$ cat src/rtl/ctrl_pkg.sv
// Shared encodings for the RV32I pipelined control unit: opcodes, control-field
// codes, the ALU operation list and the ID/EX control bundle layout.
package ctrl_pkg;

  localparam logic [6:0] OP_R      = 7'b0110011;
  localparam logic [6:0] OP_I      = 7'b0010011;
  localparam logic [6:0] OP_LOAD   = 7'b0000011;
  localparam logic [6:0] OP_STORE  = 7'b0100011;
  localparam logic [6:0] OP_BRANCH = 7'b1100011;
  localparam logic [6:0] OP_JAL    = 7'b1101111;
  localparam logic [6:0] OP_JALR   = 7'b1100111;
  localparam logic [6:0] OP_LUI    = 7'b0110111;
  localparam logic [6:0] OP_AUIPC  = 7'b0010111;

  localparam logic [6:0] F7_ZERO = 7'b0000000;
  localparam logic [6:0] F7_ALT  = 7'b0100000;

  localparam logic [5:0] EXT_NONE  = 6'b000000;
  localparam logic [5:0] EXT_SHAMT = 6'b100000;
  localparam logic [5:0] EXT_I     = 6'b010000;
  localparam logic [5:0] EXT_S     = 6'b001000;
  localparam logic [5:0] EXT_B     = 6'b000100;
  localparam logic [5:0] EXT_U     = 6'b000010;
  localparam logic [5:0] EXT_J     = 6'b000001;

  localparam logic [2:0] NPC_PC4  = 3'b000;
  localparam logic [2:0] NPC_BR   = 3'b001;
  localparam logic [2:0] NPC_JAL  = 3'b010;
  localparam logic [2:0] NPC_JALR = 3'b100;

  localparam logic [1:0] WD_ALU = 2'b00;
  localparam logic [1:0] WD_MEM = 2'b01;
  localparam logic [1:0] WD_PC4 = 2'b10;

  localparam logic [2:0] DM_W  = 3'b000;
  localparam logic [2:0] DM_H  = 3'b001;
  localparam logic [2:0] DM_HU = 3'b010;
  localparam logic [2:0] DM_B  = 3'b011;
  localparam logic [2:0] DM_BU = 3'b100;

  typedef enum logic [4:0] {
    ALU_NONE  = 5'b00000,
    ALU_LUI   = 5'b00001,
    ALU_AUIPC = 5'b00010,
    ALU_ADD   = 5'b00011,
    ALU_SUB   = 5'b00100,
    ALU_BNE   = 5'b00101,
    ALU_BLT   = 5'b00110,
    ALU_BGE   = 5'b00111,
    ALU_BLTU  = 5'b01000,
    ALU_BGEU  = 5'b01001,
    ALU_SLT   = 5'b01010,
    ALU_SLTU  = 5'b01011,
    ALU_XOR   = 5'b01100,
    ALU_OR    = 5'b01101,
    ALU_AND   = 5'b01110,
    ALU_SLL   = 5'b01111,
    ALU_SRL   = 5'b10000,
    ALU_SRA   = 5'b10001
  } alu_op_e;

  typedef struct packed {
    logic       valid;
    logic       reg_write;
    logic       mem_write;
    logic       mem_read;
    logic       alu_src;
    logic [5:0] ext_op;
    logic [4:0] alu_op;
    logic [2:0] npc_op;
    logic [1:0] wd_sel;
    logic [2:0] dm_type;
    logic [4:0] rd;
    logic [4:0] rs1;
    logic [4:0] rs2;
    logic       illegal;
  } ctrl_bundle_t;

endpackage

$ cat src/rtl/ctrl_decode.sv
// Purely combinational RV32I decoder: instruction word to control fields, plus
// the illegal-encoding flag and which source registers the instruction reads.
module ctrl_decode
  import ctrl_pkg::*;
(
  input  logic [31:0] instr,
  output logic        reg_write,
  output logic        mem_write,
  output logic        mem_read,
  output logic        alu_src,
  output logic [5:0]  ext_op,
  output logic [4:0]  alu_op,
  output logic [2:0]  npc_op,
  output logic [1:0]  wd_sel,
  output logic [2:0]  dm_type,
  output logic [4:0]  rd,
  output logic [4:0]  rs1,
  output logic [4:0]  rs2,
  output logic        illegal,
  output logic        rs1_used,
  output logic        rs2_used
);

  logic [6:0] opcode;
  logic [2:0] funct3;
  logic [6:0] funct7;
  logic       r_funct_ok;

  assign opcode = instr[6:0];
  assign funct3 = instr[14:12];
  assign funct7 = instr[31:25];
  assign rd     = instr[11:7];
  assign rs1    = instr[19:15];
  assign rs2    = instr[24:20];

  // Only add/sub and srl/sra may carry the alternate funct7.
  assign r_funct_ok = (funct7 == F7_ZERO) ||
                      ((funct7 == F7_ALT) && ((funct3 == 3'b000) || (funct3 == 3'b101)));

  always_comb begin
    // NOTE: every output gets a default before the case, so no path leaves one
    // unassigned and no latch is inferred.
    reg_write = 1'b0;
    mem_write = 1'b0;
    mem_read  = 1'b0;
    alu_src   = 1'b0;
    ext_op    = EXT_NONE;
    alu_op    = ALU_NONE;
    npc_op    = NPC_PC4;
    wd_sel    = WD_ALU;
    dm_type   = DM_W;
    illegal   = 1'b0;
    rs1_used  = 1'b0;
    rs2_used  = 1'b0;

    case (opcode)
      OP_R: begin
        reg_write = 1'b1;
        rs1_used  = 1'b1;
        rs2_used  = 1'b1;
        illegal   = !r_funct_ok;
        case (funct3)
          3'b000:  alu_op = funct7[5] ? ALU_SUB : ALU_ADD;
          3'b001:  alu_op = ALU_SLL;
          3'b010:  alu_op = ALU_SLT;
          3'b011:  alu_op = ALU_SLTU;
          3'b100:  alu_op = ALU_XOR;
          3'b101:  alu_op = funct7[5] ? ALU_SRA : ALU_SRL;
          3'b110:  alu_op = ALU_OR;
          default: alu_op = ALU_AND;
        endcase
      end
      OP_I: begin
        reg_write = 1'b1;
        alu_src   = 1'b1;
        rs1_used  = 1'b1;
        ext_op    = EXT_I;
        case (funct3)
          3'b000: alu_op = ALU_ADD;
          3'b010: alu_op = ALU_SLT;
          3'b011: alu_op = ALU_SLTU;
          3'b100: alu_op = ALU_XOR;
          3'b110: alu_op = ALU_OR;
          3'b111: alu_op = ALU_AND;
          3'b001: begin
            ext_op  = EXT_SHAMT;
            alu_op  = ALU_SLL;
            illegal = (funct7 != F7_ZERO);
          end
          default: begin
            ext_op  = EXT_SHAMT;
            alu_op  = funct7[5] ? ALU_SRA : ALU_SRL;
            illegal = (funct7 != F7_ZERO) && (funct7 != F7_ALT);
          end
        endcase
      end
      OP_LOAD: begin
        reg_write = 1'b1;
        mem_read  = 1'b1;
        alu_src   = 1'b1;
        rs1_used  = 1'b1;
        ext_op    = EXT_I;
        alu_op    = ALU_ADD;
        wd_sel    = WD_MEM;
        case (funct3)
          3'b000:  dm_type = DM_B;
          3'b001:  dm_type = DM_H;
          3'b010:  dm_type = DM_W;
          3'b100:  dm_type = DM_BU;
          3'b101:  dm_type = DM_HU;
          default: illegal = 1'b1;
        endcase
      end
      OP_STORE: begin
        mem_write = 1'b1;
        alu_src   = 1'b1;
        rs1_used  = 1'b1;
        rs2_used  = 1'b1;
        ext_op    = EXT_S;
        alu_op    = ALU_ADD;
        case (funct3)
          3'b000:  dm_type = DM_B;
          3'b001:  dm_type = DM_H;
          3'b010:  dm_type = DM_W;
          default: illegal = 1'b1;
        endcase
      end
      OP_BRANCH: begin
        rs1_used = 1'b1;
        rs2_used = 1'b1;
        ext_op   = EXT_B;
        npc_op   = NPC_BR;
        case (funct3)
          3'b000:  alu_op = ALU_SUB;
          3'b001:  alu_op = ALU_BNE;
          3'b100:  alu_op = ALU_BLT;
          3'b101:  alu_op = ALU_BGE;
          3'b110:  alu_op = ALU_BLTU;
          3'b111:  alu_op = ALU_BGEU;
          default: illegal = 1'b1;
        endcase
      end
      OP_JAL: begin
        reg_write = 1'b1;
        ext_op    = EXT_J;
        npc_op    = NPC_JAL;
        wd_sel    = WD_PC4;
      end
      OP_JALR: begin
        reg_write = 1'b1;
        alu_src   = 1'b1;
        rs1_used  = 1'b1;
        ext_op    = EXT_I;
        alu_op    = ALU_ADD;
        npc_op    = NPC_JALR;
        wd_sel    = WD_PC4;
        illegal   = (funct3 != 3'b000);
      end
      OP_LUI: begin
        reg_write = 1'b1;
        alu_src   = 1'b1;
        ext_op    = EXT_U;
        alu_op    = ALU_LUI;
      end
      OP_AUIPC: begin
        reg_write = 1'b1;
        alu_src   = 1'b1;
        ext_op    = EXT_U;
        alu_op    = ALU_AUIPC;
      end
      default: illegal = 1'b1;
    endcase
  end

endmodule

$ cat src/rtl/ctrl_pipe.sv
// ID-stage control unit: decodes IF/ID, detects load-use hazards, and registers
// the control bundle into ID/EX with handshake, flush and event counters.
module ctrl_pipe
  import ctrl_pkg::*;
#(
  parameter int HAZ_EN     = 1,
  parameter int ILLEGAL_EN = 1,
  parameter int CNT_W      = 16
) (
  input  logic             clk,
  input  logic             rst,
  input  logic             id_valid,
  output logic             id_ready,
  input  logic [31:0]      id_instr,
  input  logic             ex_ready,
  input  logic             flush_i,
  output logic             stall_o,
  output logic             ex_valid,
  output logic             ex_RegWrite,
  output logic             ex_MemWrite,
  output logic             ex_MemRead,
  output logic             ex_ALUSrc,
  output logic [5:0]       ex_EXTOp,
  output logic [4:0]       ex_ALUOp,
  output logic [2:0]       ex_NPCOp,
  output logic [1:0]       ex_WDSel,
  output logic [2:0]       ex_DMType,
  output logic [4:0]       ex_rd,
  output logic [4:0]       ex_rs1,
  output logic [4:0]       ex_rs2,
  output logic             ex_illegal,
  output logic [CNT_W-1:0] stall_cnt,
  output logic [CNT_W-1:0] flush_cnt
);

  logic       dec_reg_write, dec_mem_write, dec_mem_read, dec_alu_src;
  logic [5:0] dec_ext_op;
  logic [4:0] dec_alu_op;
  logic [2:0] dec_npc_op;
  logic [1:0] dec_wd_sel;
  logic [2:0] dec_dm_type;
  logic [4:0] dec_rd, dec_rs1, dec_rs2;
  logic       dec_illegal, dec_rs1_used, dec_rs2_used;

  ctrl_decode u_decode (
    .instr     (id_instr),
    .reg_write (dec_reg_write),
    .mem_write (dec_mem_write),
    .mem_read  (dec_mem_read),
    .alu_src   (dec_alu_src),
    .ext_op    (dec_ext_op),
    .alu_op    (dec_alu_op),
    .npc_op    (dec_npc_op),
    .wd_sel    (dec_wd_sel),
    .dm_type   (dec_dm_type),
    .rd        (dec_rd),
    .rs1       (dec_rs1),
    .rs2       (dec_rs2),
    .illegal   (dec_illegal),
    .rs1_used  (dec_rs1_used),
    .rs2_used  (dec_rs2_used)
  );

  ctrl_bundle_t     ex_q, ex_d, id_b;
  logic [CNT_W-1:0] stall_cnt_q, stall_cnt_d;
  logic [CNT_W-1:0] flush_cnt_q, flush_cnt_d;
  logic             id_illegal;
  logic             load_use;

  assign id_illegal = (ILLEGAL_EN != 0) && dec_illegal;

  // A load in EX whose destination feeds this instruction cannot forward in time.
  assign load_use = ex_q.valid && ex_q.mem_read && (ex_q.rd != 5'd0) &&
                    id_valid && !flush_i &&
                    ((dec_rs1_used && (dec_rs1 == ex_q.rd)) ||
                     (dec_rs2_used && (dec_rs2 == ex_q.rd)));

  assign stall_o  = (HAZ_EN != 0) && load_use;
  assign id_ready = ex_ready && !stall_o;

  // Illegal encodings must not touch architectural state or redirect the PC.
  always_comb begin
    id_b           = '0;
    id_b.valid     = 1'b1;
    id_b.reg_write = dec_reg_write && !id_illegal;
    id_b.mem_write = dec_mem_write && !id_illegal;
    id_b.mem_read  = dec_mem_read && !id_illegal;
    id_b.alu_src   = dec_alu_src;
    id_b.ext_op    = dec_ext_op;
    id_b.alu_op    = dec_alu_op;
    id_b.npc_op    = id_illegal ? NPC_PC4 : dec_npc_op;
    id_b.wd_sel    = dec_wd_sel;
    id_b.dm_type   = dec_dm_type;
    id_b.rd        = dec_rd;
    id_b.rs1       = dec_rs1;
    id_b.rs2       = dec_rs2;
    id_b.illegal   = id_illegal;
  end

  always_comb begin
    ex_d        = ex_q;
    stall_cnt_d = stall_cnt_q;
    flush_cnt_d = flush_cnt_q;
    if (flush_i) begin
      ex_d        = '0;
      flush_cnt_d = (flush_cnt_q == {CNT_W{1'b1}}) ? flush_cnt_q : flush_cnt_q + CNT_W'(1);
    end else if (!ex_ready) begin
      ex_d = ex_q;
    end else if (stall_o) begin
      ex_d        = '0;
      stall_cnt_d = (stall_cnt_q == {CNT_W{1'b1}}) ? stall_cnt_q : stall_cnt_q + CNT_W'(1);
    end else if (id_valid) begin
      ex_d = id_b;
    end else begin
      ex_d = '0;
    end
  end

  always_ff @(posedge clk or posedge rst) begin
    if (rst) begin
      ex_q        <= '0;
      stall_cnt_q <= '0;
      flush_cnt_q <= '0;
    end else begin
      // NOTE: non-blocking so every register samples the pre-edge values.
      ex_q        <= ex_d;
      stall_cnt_q <= stall_cnt_d;
      flush_cnt_q <= flush_cnt_d;
    end
  end

  assign ex_valid    = ex_q.valid;
  assign ex_RegWrite = ex_q.reg_write;
  assign ex_MemWrite = ex_q.mem_write;
  assign ex_MemRead  = ex_q.mem_read;
  assign ex_ALUSrc   = ex_q.alu_src;
  assign ex_EXTOp    = ex_q.ext_op;
  assign ex_ALUOp    = ex_q.alu_op;
  assign ex_NPCOp    = ex_q.npc_op;
  assign ex_WDSel    = ex_q.wd_sel;
  assign ex_DMType   = ex_q.dm_type;
  assign ex_rd       = ex_q.rd;
  assign ex_rs1      = ex_q.rs1;
  assign ex_rs2      = ex_q.rs2;
  assign ex_illegal  = ex_q.illegal;
  assign stall_cnt   = stall_cnt_q;
  assign flush_cnt   = flush_cnt_q;

endmodule
$ cat config.mk
export PLATFORM = sky130hd
export DESIGN_NAME = ctrl_pipe
export DESIGN_NICKNAME = d
export VERILOG_FILES = /design/src/rtl/ctrl_pkg.sv /design/src/rtl/ctrl_decode.sv /design/src/rtl/ctrl_pipe.sv
export SDC_FILE = /design/constraint.sdc
export NUM_CORES = 1
export LEC_CHECK = 0
export ABC_CLOCK_PERIOD_IN_PS = 3950
export CAP_MARGIN = 15
export CORE_MARGIN = 2
export CORE_UTILIZATION = 51
export CTS_BUF_LIST = sky130_fd_sc_hd__clkbuf_4 sky130_fd_sc_hd__clkbuf_8
export CTS_CLUSTER_DIAMETER = 200
export DETAILED_ROUTE_END_ITERATION = 12
export GPL_TIMING_DRIVEN = 0
export HOLD_SLACK_MARGIN = 0.06
export PLACE_DENSITY = 0.95
export SLEW_MARGIN = 20
export SYNTH_ARGS = -nofsm -noshare
export SYNTH_HDL_FRONTEND = slang
export SYNTH_HIERARCHICAL = 1
export SYNTH_SLANG_ARGS = --single-unit
$ cat constraint.sdc
create_clock -name clk -period 3.95 [get_ports clk]
set_input_delay 0.5925 -clock clk [delete_from_list [all_inputs] [get_ports clk]]
set_output_delay 0.5925 -clock clk [all_outputs]
set_load 0.005 [all_outputs]
==> flow_metrics.env, run 1 <==
export IMPL_dpl_hpwl_mm=7.559
export IMPL_routed_wire_length_per_instance_um=16.84
export IMPL_drc_errors=0
export IMPL_finalNetCount=531
export IMPL_crit_slowest_cell="sky130_fd_sc_hd__clkdlybuf4s50_1"
export IMPL_critical_path_reg2reg_startpoint="ex_rd[1]"
export IMPL_synth_edf_count=0
export IMPL_placed_area_um2=5030
export IMPL_finalWirelength_mm=10.07
export IMPL_port_buffers=92
export IMPL_synth_mux_area_fraction_pct=0.5700
export IMPL_core_region_area_um2=7607
export IMPL_cp_cell_sequence="clkdlybuf4s50_1, clkbuf_1, buf_1, nand2_1, nor3_1, nand2_1, o22ai_4, and2_2, clkdlybuf4s50_1"
export IMPL_post_layout_total_power_mw=1.646
export IMPL_final_common_cell="sky130_fd_sc_hd__clkdlybuf4s50_1"
export IMPL_nFillCells=575
export IMPL_post_layout_nonfiller_instances=598
export IMPL_top_usage_layer="met2"
export IMPL_globalRouteMet2Util_pct=42.16
export IMPL_gp_congestion=0.9531
export IMPL_fin_worst_skew_ps=9.651
export IMPL_worstPathArrival_ps=3160
export IMPL_tritoncts_clock_tree="yes"
export IMPL_grt_pass1_vias=3481
export IMPL_final_hold_viol_count=0
export IMPL_die_w_um=92.02
export IMPL_post_route_cells_drive_above_1_share_pct=17.34
export IMPL_r2r_worst_path_cells=5
export IMPL_timing_final_max_slew_violations=0
export IMPL_n_antenna_cell=0
export IMPL_whs_endpoint="ex_rd[4]"
export IMPL_mean_number_of_vias_per_cell=5.851
export IMPL_globalRouteMet1Util_pct=32.31
export IMPL_hold_path_class="in -> reg"
export IMPL_crit_path_max_incr_delay_ps=490
export IMPL_fmax_mhz=266.8
export IMPL_final_period_utilization_pct=94.91
export IMPL_floorplan_rows=32
export IMPL_buffers_plus_inverters_on_the_worst_setup_path=4
export IMPL_synth_fp_nets=427
export IMPL_grt_pass1_wl_mm=16.73
export IMPL_routed_via_count=3499
export IMPL_worst_hold_slack_ps=463.6
export IMPL_setup_viol=0
export IMPL_antenna_found_initial=0
export IMPL_initialDrtViolationCount=170
export IMPL_main_combinational_cell_family_by_area_after_synthesis="simple AND/OR/NAND/NOR gates"
export IMPL_syn_inst=388
export IMPL_cts_path_max_buffers=2
export IMPL_clkSinkCount=72
export IMPL_timing_slew_headroom_pct=55.67
export IMPL_clock_tree_root_cell="sky130_fd_sc_hd__clkbuf_8"
export IMPL_holdCritStartpoint="id_instr[11]"
export IMPL_boundaryPins=111
export IMPL_synth_fa_ha_area_share_pct=0.6333
export IMPL_synth_cell_type_count=55
export IMPL_ant_nets=0
export IMPL_grt_util_met3_pct=4.108
export IMPL_drv_max_cap_violation_count=0
export IMPL_worst_ir_drop_vdd_uv=161.9
export IMPL_cp_end_kind="output port"
export IMPL_worst_skew_pair_late_latency_ps=340
export IMPL_critPathLaunchType="input port"
export IMPL_cts_reportedPaths_clkPinSlew_ps=80
export IMPL_layout_area_overhead_vs_synth_pct=31.92
export IMPL_cell_accounting_for_the_most_synthesized_area="sky130_fd_sc_hd__dfrtp_1"
export IMPL_setup_reg_to_reg_worst_slack_ps=1800
export IMPL_worst_path_max_fanout=10
export IMPL_gr_usage_all_layers_pct=24.66
export IMPL_synth_compound_area_share_pct=18.46
export IMPL_fin_crit_ps=3749
export IMPL_outcome="complete, no violations"
export IMPL_grt_max_degree=57
export IMPL_synth_area_per_cell_um2=10.18
export IMPL_mappedNetlistArea_um2=3951
export IMPL_design_area_um2=5213
export IMPL_fraction_of_registers_with_async_set_reset_pct=100.0
export IMPL_power_per_cell_area_nw_per_um2=315.7
export IMPL_simple_logic_cell_fraction_of_the_synthesized_area_pct=19.09
export IMPL_cp_data_required_time_ps=3360
export IMPL_layout_core_utilization_pct=68.52
export IMPL_layout_cells_most_common_list="92 x sky130_fd_sc_hd__clkdlybuf4s50_1, 72 x sky130_fd_sc_hd__dfrtp_1, 38 x sky130_fd_sc_hd__xnor2_1, 29 x sky130_fd_sc_hd__nand2_1, 26 x sky130_fd_sc_hd__a22o_2"
export IMPL_grt_remaining_overflow=0
export IMPL_worst_r2r_endpoint="stall_cnt[1]"
export IMPL_h_tree_depth=3
export IMPL_yosys_warnings=6
export IMPL_grt_setup_unrepaired="false"
export IMPL_critical_path_s_top_delay_family="buffers and inverters"
export IMPL_power_leakage_nw=2.148
export IMPL_timing_worst_setup_path_type="in -> out"
export IMPL_synth_xor_xnor_area_share_pct=8.866
export IMPL_synth_ff_latch_count=72
export IMPL_detail_route_first_pass_iterations=7
export IMPL_die_y_um=92.02
export IMPL_place_detailed_instances=583
export IMPL_die_area_um2=8468
export IMPL_yosysSeqAreaShare_pct=45.60
export IMPL_synth_top_cells_by_area="sky130_fd_sc_hd__dfrtp_1 46%, sky130_fd_sc_hd__xnor2_1 8.4%, sky130_fd_sc_hd__a22o_2 6.6%"
export IMPL_yosysTopAreaCellShare_pct=45.60
export IMPL_dominantRegCellSynth="sky130_fd_sc_hd__dfrtp_1"
export IMPL_min_path_cells=2
export IMPL_floorplan_initialDensity_pct=51.94
export IMPL_tightest_slew_ps=665.0
export IMPL_tritoncts_num_buffers=9
state kept, by name, summed over array words and instances (netlist names), 2 cells and up:
signal / flops
flush_cnt: 16
ex_WDSel: 2
ex_ALUOp: 5
ex_EXTOp: 6
stall_cnt: 16
ex_rd: 5
ex_NPCOp: 3
ex_rs2: 5
ex_DMType: 3
ex_rs1: 5
per-layer routing:
metal  part of all wire (%)  vias to the layer above
met2                     50                      178
met3                    6.8                       12
met5                      0                        -
li1                       -                     1609
met1                     42                     1700
met4                    1.2                        0
cell families after synthesis:
kind of cell             count (synthesis)
AO/OA/AOI/OAI                           87
flip-flops                              72
multiplexers                             2
XOR/XNOR                                40
buffers and inverters                   46
AND/OR/NAND/NOR                        139
adder cells (fa/ha/maj)                  2
area by class of cell:
cell class	instances	area, µm²	share of cell area (%)
multi-input combinational	270	1889	36.25
sequential	72	1802	34.57
clock inverter	5	33.78	0.6481
clock buffer	10	137.6	2.640
tap	102	127.6	2.448
timing repair buffer	94	955.9	18.34
buffer	38	237.7	4.561
inverter	7	28.78	0.5521
cell usage after synthesis (5+ instances only):
| cell | number |
|---|---|
| sky130_fd_sc_hd__a21oi_1 | 13 |
| sky130_fd_sc_hd__a22o_1 | 13 |
| sky130_fd_sc_hd__a22o_2 | 26 |
| sky130_fd_sc_hd__a31oi_1 | 5 |
| sky130_fd_sc_hd__and3_1 | 10 |
| sky130_fd_sc_hd__and4_1 | 7 |
| sky130_fd_sc_hd__buf_4 | 16 |
| sky130_fd_sc_hd__clkbuf_1 | 13 |
| sky130_fd_sc_hd__dfrtp_1 | 72 |
| sky130_fd_sc_hd__inv_1 | 7 |
| sky130_fd_sc_hd__nand2_1 | 29 |
| sky130_fd_sc_hd__nand3_1 | 17 |
| sky130_fd_sc_hd__nand4_1 | 13 |
| sky130_fd_sc_hd__nor2_1 | 21 |
| sky130_fd_sc_hd__nor2b_1 | 6 |
| sky130_fd_sc_hd__nor3_1 | 9 |
| sky130_fd_sc_hd__o21ai_0 | 7 |
| sky130_fd_sc_hd__xnor2_1 | 38 |
stage by stage:
stage	TNS [ps]	worst slack (ps)
after CTS	0	130.2
after global routing	0	51.02
after detailed placement	-303.8	-157.7
final	0	201.2
after global placement	-358.3	-190.8
after floorplan	0	1129
how the worst max path moves through the flow:
stage / from / to / slack [ps] / depth (start not counted)
after CTS: id_instr[1] / stall_o / 130 / 10
after global routing: id_instr[5] / stall_o / 50 / 9
after global placement: id_instr[1] / stall_o / -190 / 10
after detailed placement: id_instr[0] / stall_o / -160 / 10
final: id_instr[5] / stall_o / 200 / 9
after floorplan: id_instr[3] / id_ready / 1130 / 9
power by group:
group	leakage, nW	switching [mW]	internal (mW)
sequential	0.988	0.0492	0.778
combinational	1.08	0.137	0.168
clock	0.0841	0.274	0.240
what timing repair did:
item | in CTS | in global routing
setup buffers | 1 | 0
hold buffers | 0 | 0
pin swaps | 1 | 0
endpoints found under the setup margin | 2 | 1
gates resized for setup | 1 | 0
No activity file was read; power rests on OpenSTA's default activity.
==> run 2: changes to the inputs <==
- CORE_UTILIZATION: 51 -> 54
- HOLD_SLACK_MARGIN: 0.06 -> 0.12
==> run 2 against run 1 <==
Final area up 1.0%. Worst hold slack better by 11 ps. Wire length up 6.5%. First-iteration DRC count up 78%. Die area down 5.3%. Sequential power about the same. Critical path type unchanged. Critical path depth unchanged. Worst setup slack worse by 76 ps. Non-clock buffer count unchanged. Sequential share of layout area down 0.34 points. Clock skew down 1.8 ps. Global-route usage up 3.1 points. Critical endpoint unchanged.
==> flow_metrics.env, run 2 (synthesis results as in run 1) <==
export IMPL_worst_hold_slack_ps=474.5
export IMPL_grt_remaining_overflow=0
export IMPL_boundaryPins=111
export IMPL_drc_errors=0
export IMPL_timing_worst_setup_path_type="in -> out"
export IMPL_final_common_cell="sky130_fd_sc_hd__clkdlybuf4s50_1"
export IMPL_cts_reportedPaths_clkPinSlew_ps=70
export IMPL_min_path_cells=2
export IMPL_floorplan_initialDensity_pct=55.07
export IMPL_worstPathArrival_ps=3230
export IMPL_n_antenna_cell=0
export IMPL_grt_setup_unrepaired="false"
export IMPL_finalNetCount=531
export IMPL_floorplan_rows=31
export IMPL_timing_final_max_slew_violations=0
export IMPL_cp_end_kind="output port"
export IMPL_cts_hold_fix_buffers=0
export IMPL_timing_slew_headroom_pct=54.75
export IMPL_outcome="complete, no violations"
export IMPL_routed_wire_length_per_instance_um=17.99
export IMPL_crit_path_max_incr_delay_ps=490
export IMPL_finalWirelength_mm=10.72
export IMPL_fin_crit_ps=3825
export IMPL_setup_viol=0
export IMPL_tightest_slew_ps=678.8
export IMPL_die_area_um2=8017
export IMPL_ant_nets=0
export IMPL_power_leakage_nw=2.176
export IMPL_tritoncts_clock_tree="yes"
export IMPL_tritoncts_num_buffers=9
export IMPL_gp_congestion=0.8723
export IMPL_grt_pass1_vias=3440
export IMPL_grt_pass1_wl_mm=17.04
export IMPL_h_tree_depth=3
export IMPL_dpl_hpwl_mm=7.749
export IMPL_die_y_um=89.54
export IMPL_place_worst_setup_slack_ps=-152.8
export IMPL_drv_max_cap_violation_count=0
export IMPL_power_per_cell_area_nw_per_um2=344.5
export IMPL_grt_max_degree=46
export IMPL_routed_via_count=3587
export IMPL_detail_route_first_pass_iterations=5
export IMPL_worst_path_max_fanout=10
export IMPL_die_w_um=89.54
export IMPL_mean_number_of_vias_per_cell=6.018
export IMPL_antenna_found_initial=0
export IMPL_layout_area_overhead_vs_synth_pct=33.25
export IMPL_fmax_mhz=261.4
export IMPL_core_region_area_um2=7176
export IMPL_final_period_utilization_pct=96.83
export IMPL_worst_slack_ps=125.1
export IMPL_worst_skew_pair_late_latency_ps=350
export IMPL_cp_data_required_time_ps=3360
export IMPL_clkSinkCount=72
export IMPL_post_route_cells_drive_above_1_share_pct=17.51
export IMPL_initialDrtViolationCount=302
export IMPL_cp_cell_sequence="clkdlybuf4s50_1, clkbuf_1, buf_1, nand2_1, nor3_1, nand2_1, o22ai_4, and2_2, clkdlybuf4s50_1"
export IMPL_gr_usage_all_layers_pct=27.78
export IMPL_layout_cells_most_common_list="92 x sky130_fd_sc_hd__clkdlybuf4s50_1, 72 x sky130_fd_sc_hd__dfrtp_1, 38 x sky130_fd_sc_hd__xnor2_1, 29 x sky130_fd_sc_hd__nand2_1, 26 x sky130_fd_sc_hd__a22o_2"
export IMPL_post_layout_total_power_mw=1.814
export IMPL_worst_ir_drop_vdd_uv=158.3
export IMPL_port_buffers=92
export IMPL_r2r_worst_path_cells=5
export IMPL_cts_path_max_buffers=2
export IMPL_final_hold_viol_count=0
export IMPL_crit_slowest_cell="sky130_fd_sc_hd__clkdlybuf4s50_1"
export IMPL_critical_path_s_top_delay_family="buffers and inverters"
export IMPL_cp_depth=9
export IMPL_hold_path_class="in -> reg"
export IMPL_clock_tree_root_cell="sky130_fd_sc_hd__clkbuf_8"
export IMPL_buffers_plus_inverters_on_the_worst_setup_path=4
export IMPL_fin_worst_skew_ps=7.851
export IMPL_critPathLaunchType="input port"
==> run 2: cell count changes in the layout (fill, tap and decap cells not counted) <==
cell | before | now
sky130_fd_sc_hd__buf_12 | 0 | 1
sky130_fd_sc_hd__buf_16 | 1 | 0
sky130_fd_sc_hd__bufinv_16 | 0 | 2
sky130_fd_sc_hd__clkbuf_4 | 0 | 1
sky130_fd_sc_hd__clkbuf_8 | 10 | 11
sky130_fd_sc_hd__clkinv_2 | 2 | 0
sky130_fd_sc_hd__clkinvlp_4 | 2 | 1
==> run 2: timing repair <==
| item | in CTS | in global routing |
|---|---|---|
| cloned | 0 | 0 |
| pin swaps | 1 | 0 |
| gates resized for setup | 1 | 0 |
| setup buffers | 1 | 0 |
| endpoints found under the setup margin | 2 | 2 |
| hold endpoints to repair | 0 | 0 |
==> run 2: area by class of cell <==
type	count	area [µm²]
inverter	7	28.78
tap	99	123.9
multi-input combinational	270	1889
sequential	72	1802
fill	507	1911
clock inverter	4	76.32
clock buffer	12	158.9
timing repair buffer	94	948.4
buffer	38	237.7
==> run 2: where the power goes <==
| group | internal (mW) | switching (mW) | leakage (nW) | total [mW] |
|---|---|---|---|---|
| registers | 0.778 | 0.0485 | 0.988 | 0.826 |
| clock network | 0.399 | 0.281 | 0.116 | 0.680 |
| logic | 0.166 | 0.141 | 1.07 | 0.308 |
| total | 1.34 | 0.471 | 2.18 | 1.81 |
==> run 2: through the flow <==
stage,cells,util [%],instance area (µm²),TNS [ps]
final,596,73.37,5265,0
after global routing,596,73.37,5265,0
after CTS,597,73.43,5269,0
after detailed placement,580,69.94,5019,-289.1
after global placement,579,69.63,4996,-307.6
after floorplan,388,-,3951,0
==> run 2: path summary, 6_finish.rpt <==
| path | slack (ps) | start | end |
|---|---|---|---|
| setup / recovery | 130 | id_instr[5] | stall_o |
| hold / removal | 470 | id_instr[7] | ex_rd[0] |
| setup reg to reg | 1740 | ex_rd[2] | stall_cnt[1] |
| hold reg to reg | 500 | flush_cnt[11] | flush_cnt[11] |
| max in group asynchronous | 2830 | rst | ex_DMType[2] |
| min in group asynchronous | 580 | rst | stall_cnt[15] |
==> run 2: metal layers <==
layer | up-vias | track usage (%) | wire, µm
met2 | 193 | 47.33 | 5410
met1 | 1761 | 35.34 | 4267
li1 | 1603 | - | -
met4 | 0 | 10.31 | 233
met5 | - | 0 | 0
met3 | 30 | 4.801 | 814
==> run 3: changes to the inputs <==
- CORE_ASPECT_RATIO: unset -> 1.75
==> run 3 against run 2 <==
Worst hold slack worse by 9.3 ps. Non-clock buffer count up 1. Fmax is 0.32% higher. Sequential share of layout area is essentially flat. Global-route usage up 2.2 points. Critical path depth rose by 1. First-iteration DRC count shrank 30%. Clock-buffer cell count shrank 1. Wire length is 6.9% higher. Total power is 0.18% higher. Sequential power barely moved. Largest power group unchanged.
==> flow_metrics.env, run 3 (synthesis results as in run 1) <==
export IMPL_die_w_um=68.66
export IMPL_min_path_cells=2
export IMPL_worst_ir_drop_vdd_uv=221.0
export IMPL_drv_max_cap_violation_count=0
export IMPL_whs_endpoint="ex_rd[4]"
export IMPL_grt_remaining_overflow=0
export IMPL_gp_congestion=1.023
export IMPL_grt_pass1_wl_mm=17.38
export IMPL_detail_route_first_pass_iterations=5
export IMPL_routed_via_count=3550
export IMPL_boundaryPins=111
export IMPL_fmax_mhz=262.3
export IMPL_core_region_area_um2=7131
export IMPL_gr_usage_all_layers_pct=29.94
export IMPL_mean_number_of_vias_per_cell=6.079
export IMPL_routed_wire_length_per_instance_um=19.63
export IMPL_placed_area_um2=5010
export IMPL_grt_setup_unrepaired="false"
export IMPL_design_area_um2=5260
export IMPL_critPathLaunchType="input port"
export IMPL_crit_slowest_cell="sky130_fd_sc_hd__clkdlybuf4s50_1"
export IMPL_floorplan_initialDensity_pct=55.41
export IMPL_clkSinkCount=72
export IMPL_grt_pass1_vias=3468
export IMPL_grt_max_degree=52
export IMPL_port_buffers=92
export IMPL_cts_hold_fix_buffers=0
export IMPL_floorplan_rows=41
export IMPL_h_tree_depth=3
export IMPL_holdCritStartpoint="id_instr[11]"
export IMPL_setup_viol=0
export IMPL_tritoncts_num_buffers=9
export IMPL_finalWirelength_mm=11.46
export IMPL_worst_r2r_endpoint="flush_cnt[14]"
export IMPL_cp_cell_sequence="clkdlybuf4s50_1, nand2_1, or2_2, clkbuf_1, clkbuf_1, a21oi_1, nand2_1, o22ai_4, and2_2, clkdlybuf4s50_1"
export IMPL_final_common_cell="sky130_fd_sc_hd__clkdlybuf4s50_1"
export IMPL_final_hold_viol_count=0
export IMPL_die_area_um2=8044
export IMPL_timing_slew_headroom_pct=52.27
export IMPL_cp_data_required_time_ps=3360
export IMPL_cp_end_kind="output port"
export IMPL_cts_path_max_buffers=2
export IMPL_drc_errors=0
export IMPL_die_y_um=117.2
export IMPL_final_period_utilization_pct=96.52
export IMPL_timing_final_max_slew_violations=0
export IMPL_initialDrtViolationCount=211
export IMPL_setup_reg_to_reg_worst_slack_ps=1670
export IMPL_dpl_hpwl_mm=8.672
export IMPL_hold_path_class="in -> reg"
export IMPL_tightest_slew_ps=709.4
export IMPL_critical_path_reg2reg_startpoint="flush_cnt[3]"
export IMPL_post_layout_total_power_mw=1.817
export IMPL_crit_path_start="id_instr[1]"
export IMPL_clock_tree_root_cell="sky130_fd_sc_hd__clkbuf_8"
export IMPL_antenna_found_initial=0
export IMPL_worst_path_max_fanout=10
export IMPL_tritoncts_clock_tree="yes"
export IMPL_power_per_cell_area_nw_per_um2=345.5
export IMPL_n_antenna_cell=0
export IMPL_crit_path_max_incr_delay_ps=490
export IMPL_post_route_cells_drive_above_1_share_pct=17.67
export IMPL_fin_crit_ps=3813
export IMPL_finalNetCount=532
export IMPL_outcome="complete, no violations"
export IMPL_nFillCells=514
export IMPL_fin_worst_skew_ps=5.776
export IMPL_r2r_worst_path_cells=6
export IMPL_ant_nets=0
export IMPL_cts_reportedPaths_clkPinSlew_ps=80
export IMPL_layout_area_overhead_vs_synth_pct=33.12
export IMPL_power_leakage_nw=2.184
export IMPL_worstPathArrival_ps=3220
export IMPL_layout_cells_most_common_list="92 x sky130_fd_sc_hd__clkdlybuf4s50_1, 72 x sky130_fd_sc_hd__dfrtp_1, 38 x sky130_fd_sc_hd__xnor2_1, 29 x sky130_fd_sc_hd__nand2_1, 26 x sky130_fd_sc_hd__a22o_2"
export IMPL_timing_worst_setup_path_type="in -> out"
export IMPL_worst_skew_pair_late_latency_ps=340
[run 3: repair_timing]
action	4_1_cts	5_1_grt
buffers inserted	1	0
gates cloned	0	0
setup endpoints to repair	2	2
resized for setup	1	1
pin swaps	1	0
[run 3: power by group]
| part | switching, mW | leakage [nW] | total [mW] | internal [mW] |
|---|---|---|---|---|
| Combinational | 0.154 | 1.08 | 0.323 | 0.169 |
| Clock | 0.275 | 0.119 | 0.664 | 0.389 |
| Sequential | 0.0518 | 0.988 | 0.829 | 0.778 |
| Total | 0.482 | 2.18 | 1.82 | 1.34 |
[run 3: through the flow]
step           TNS (ps)  instances  setup slack [ps]  util (%)  hold WS (ps)
5_1_grt               0        584             54.16     73.77         446.8
3_3_place_gp     -393.6        566            -207.5     69.84         476.2
3_5_place_dp     -447.7        567            -232.2     70.26         484.8
6_report              0        584             137.3     73.77         465.2
2_1_floorplan         0        388              1129         -         480.9
4_1_cts               0        584             113.3     73.70         450.6
[run 3: cell type report]
type                            instances  area (µm²)  area share (%)
Sequential cell                        72        1802           34.25
Timing Repair Buffer                   94       955.9           18.17
Buffer                                 39       241.5           4.591
Clock buffer                           11       151.4           2.878
Tap cell                               86       107.6           2.046
Inverter                                7       28.78          0.5471
Multi-Input combinational cell        270        1894           36.01
Clock inverter                          5       78.83           1.499
[run 3: layer usage]
metal | track usage (%) | vias up | wire, µm
li1 | - | 1618 | -
met1 | 32.06 | 1711 | 4084
met2 | 51.92 | 185 | 6151
met3 | 5.927 | 36 | 649
met4 | 18.93 | 0 | 576
met5 | 0 | - | 0
[run 3: how the worst max path moves through the flow]
stage | to | cells past startpoint | slack [ps]
4_1_cts | stall_o | 10 | 110
6_report | stall_o | 10 | 140
3_3_place_gp | stall_o | 10 | -210
2_1_floorplan | id_ready | 9 | 1130
3_5_place_dp | stall_o | 10 | -230
5_1_grt | stall_o | 9 | 50
[run 3: critical path, delay by kind of cell]
kind / cells / cell delay [ps]
buf+inv: 4 / 1440
compound gates: 2 / 410
simple gates: 4 / 780
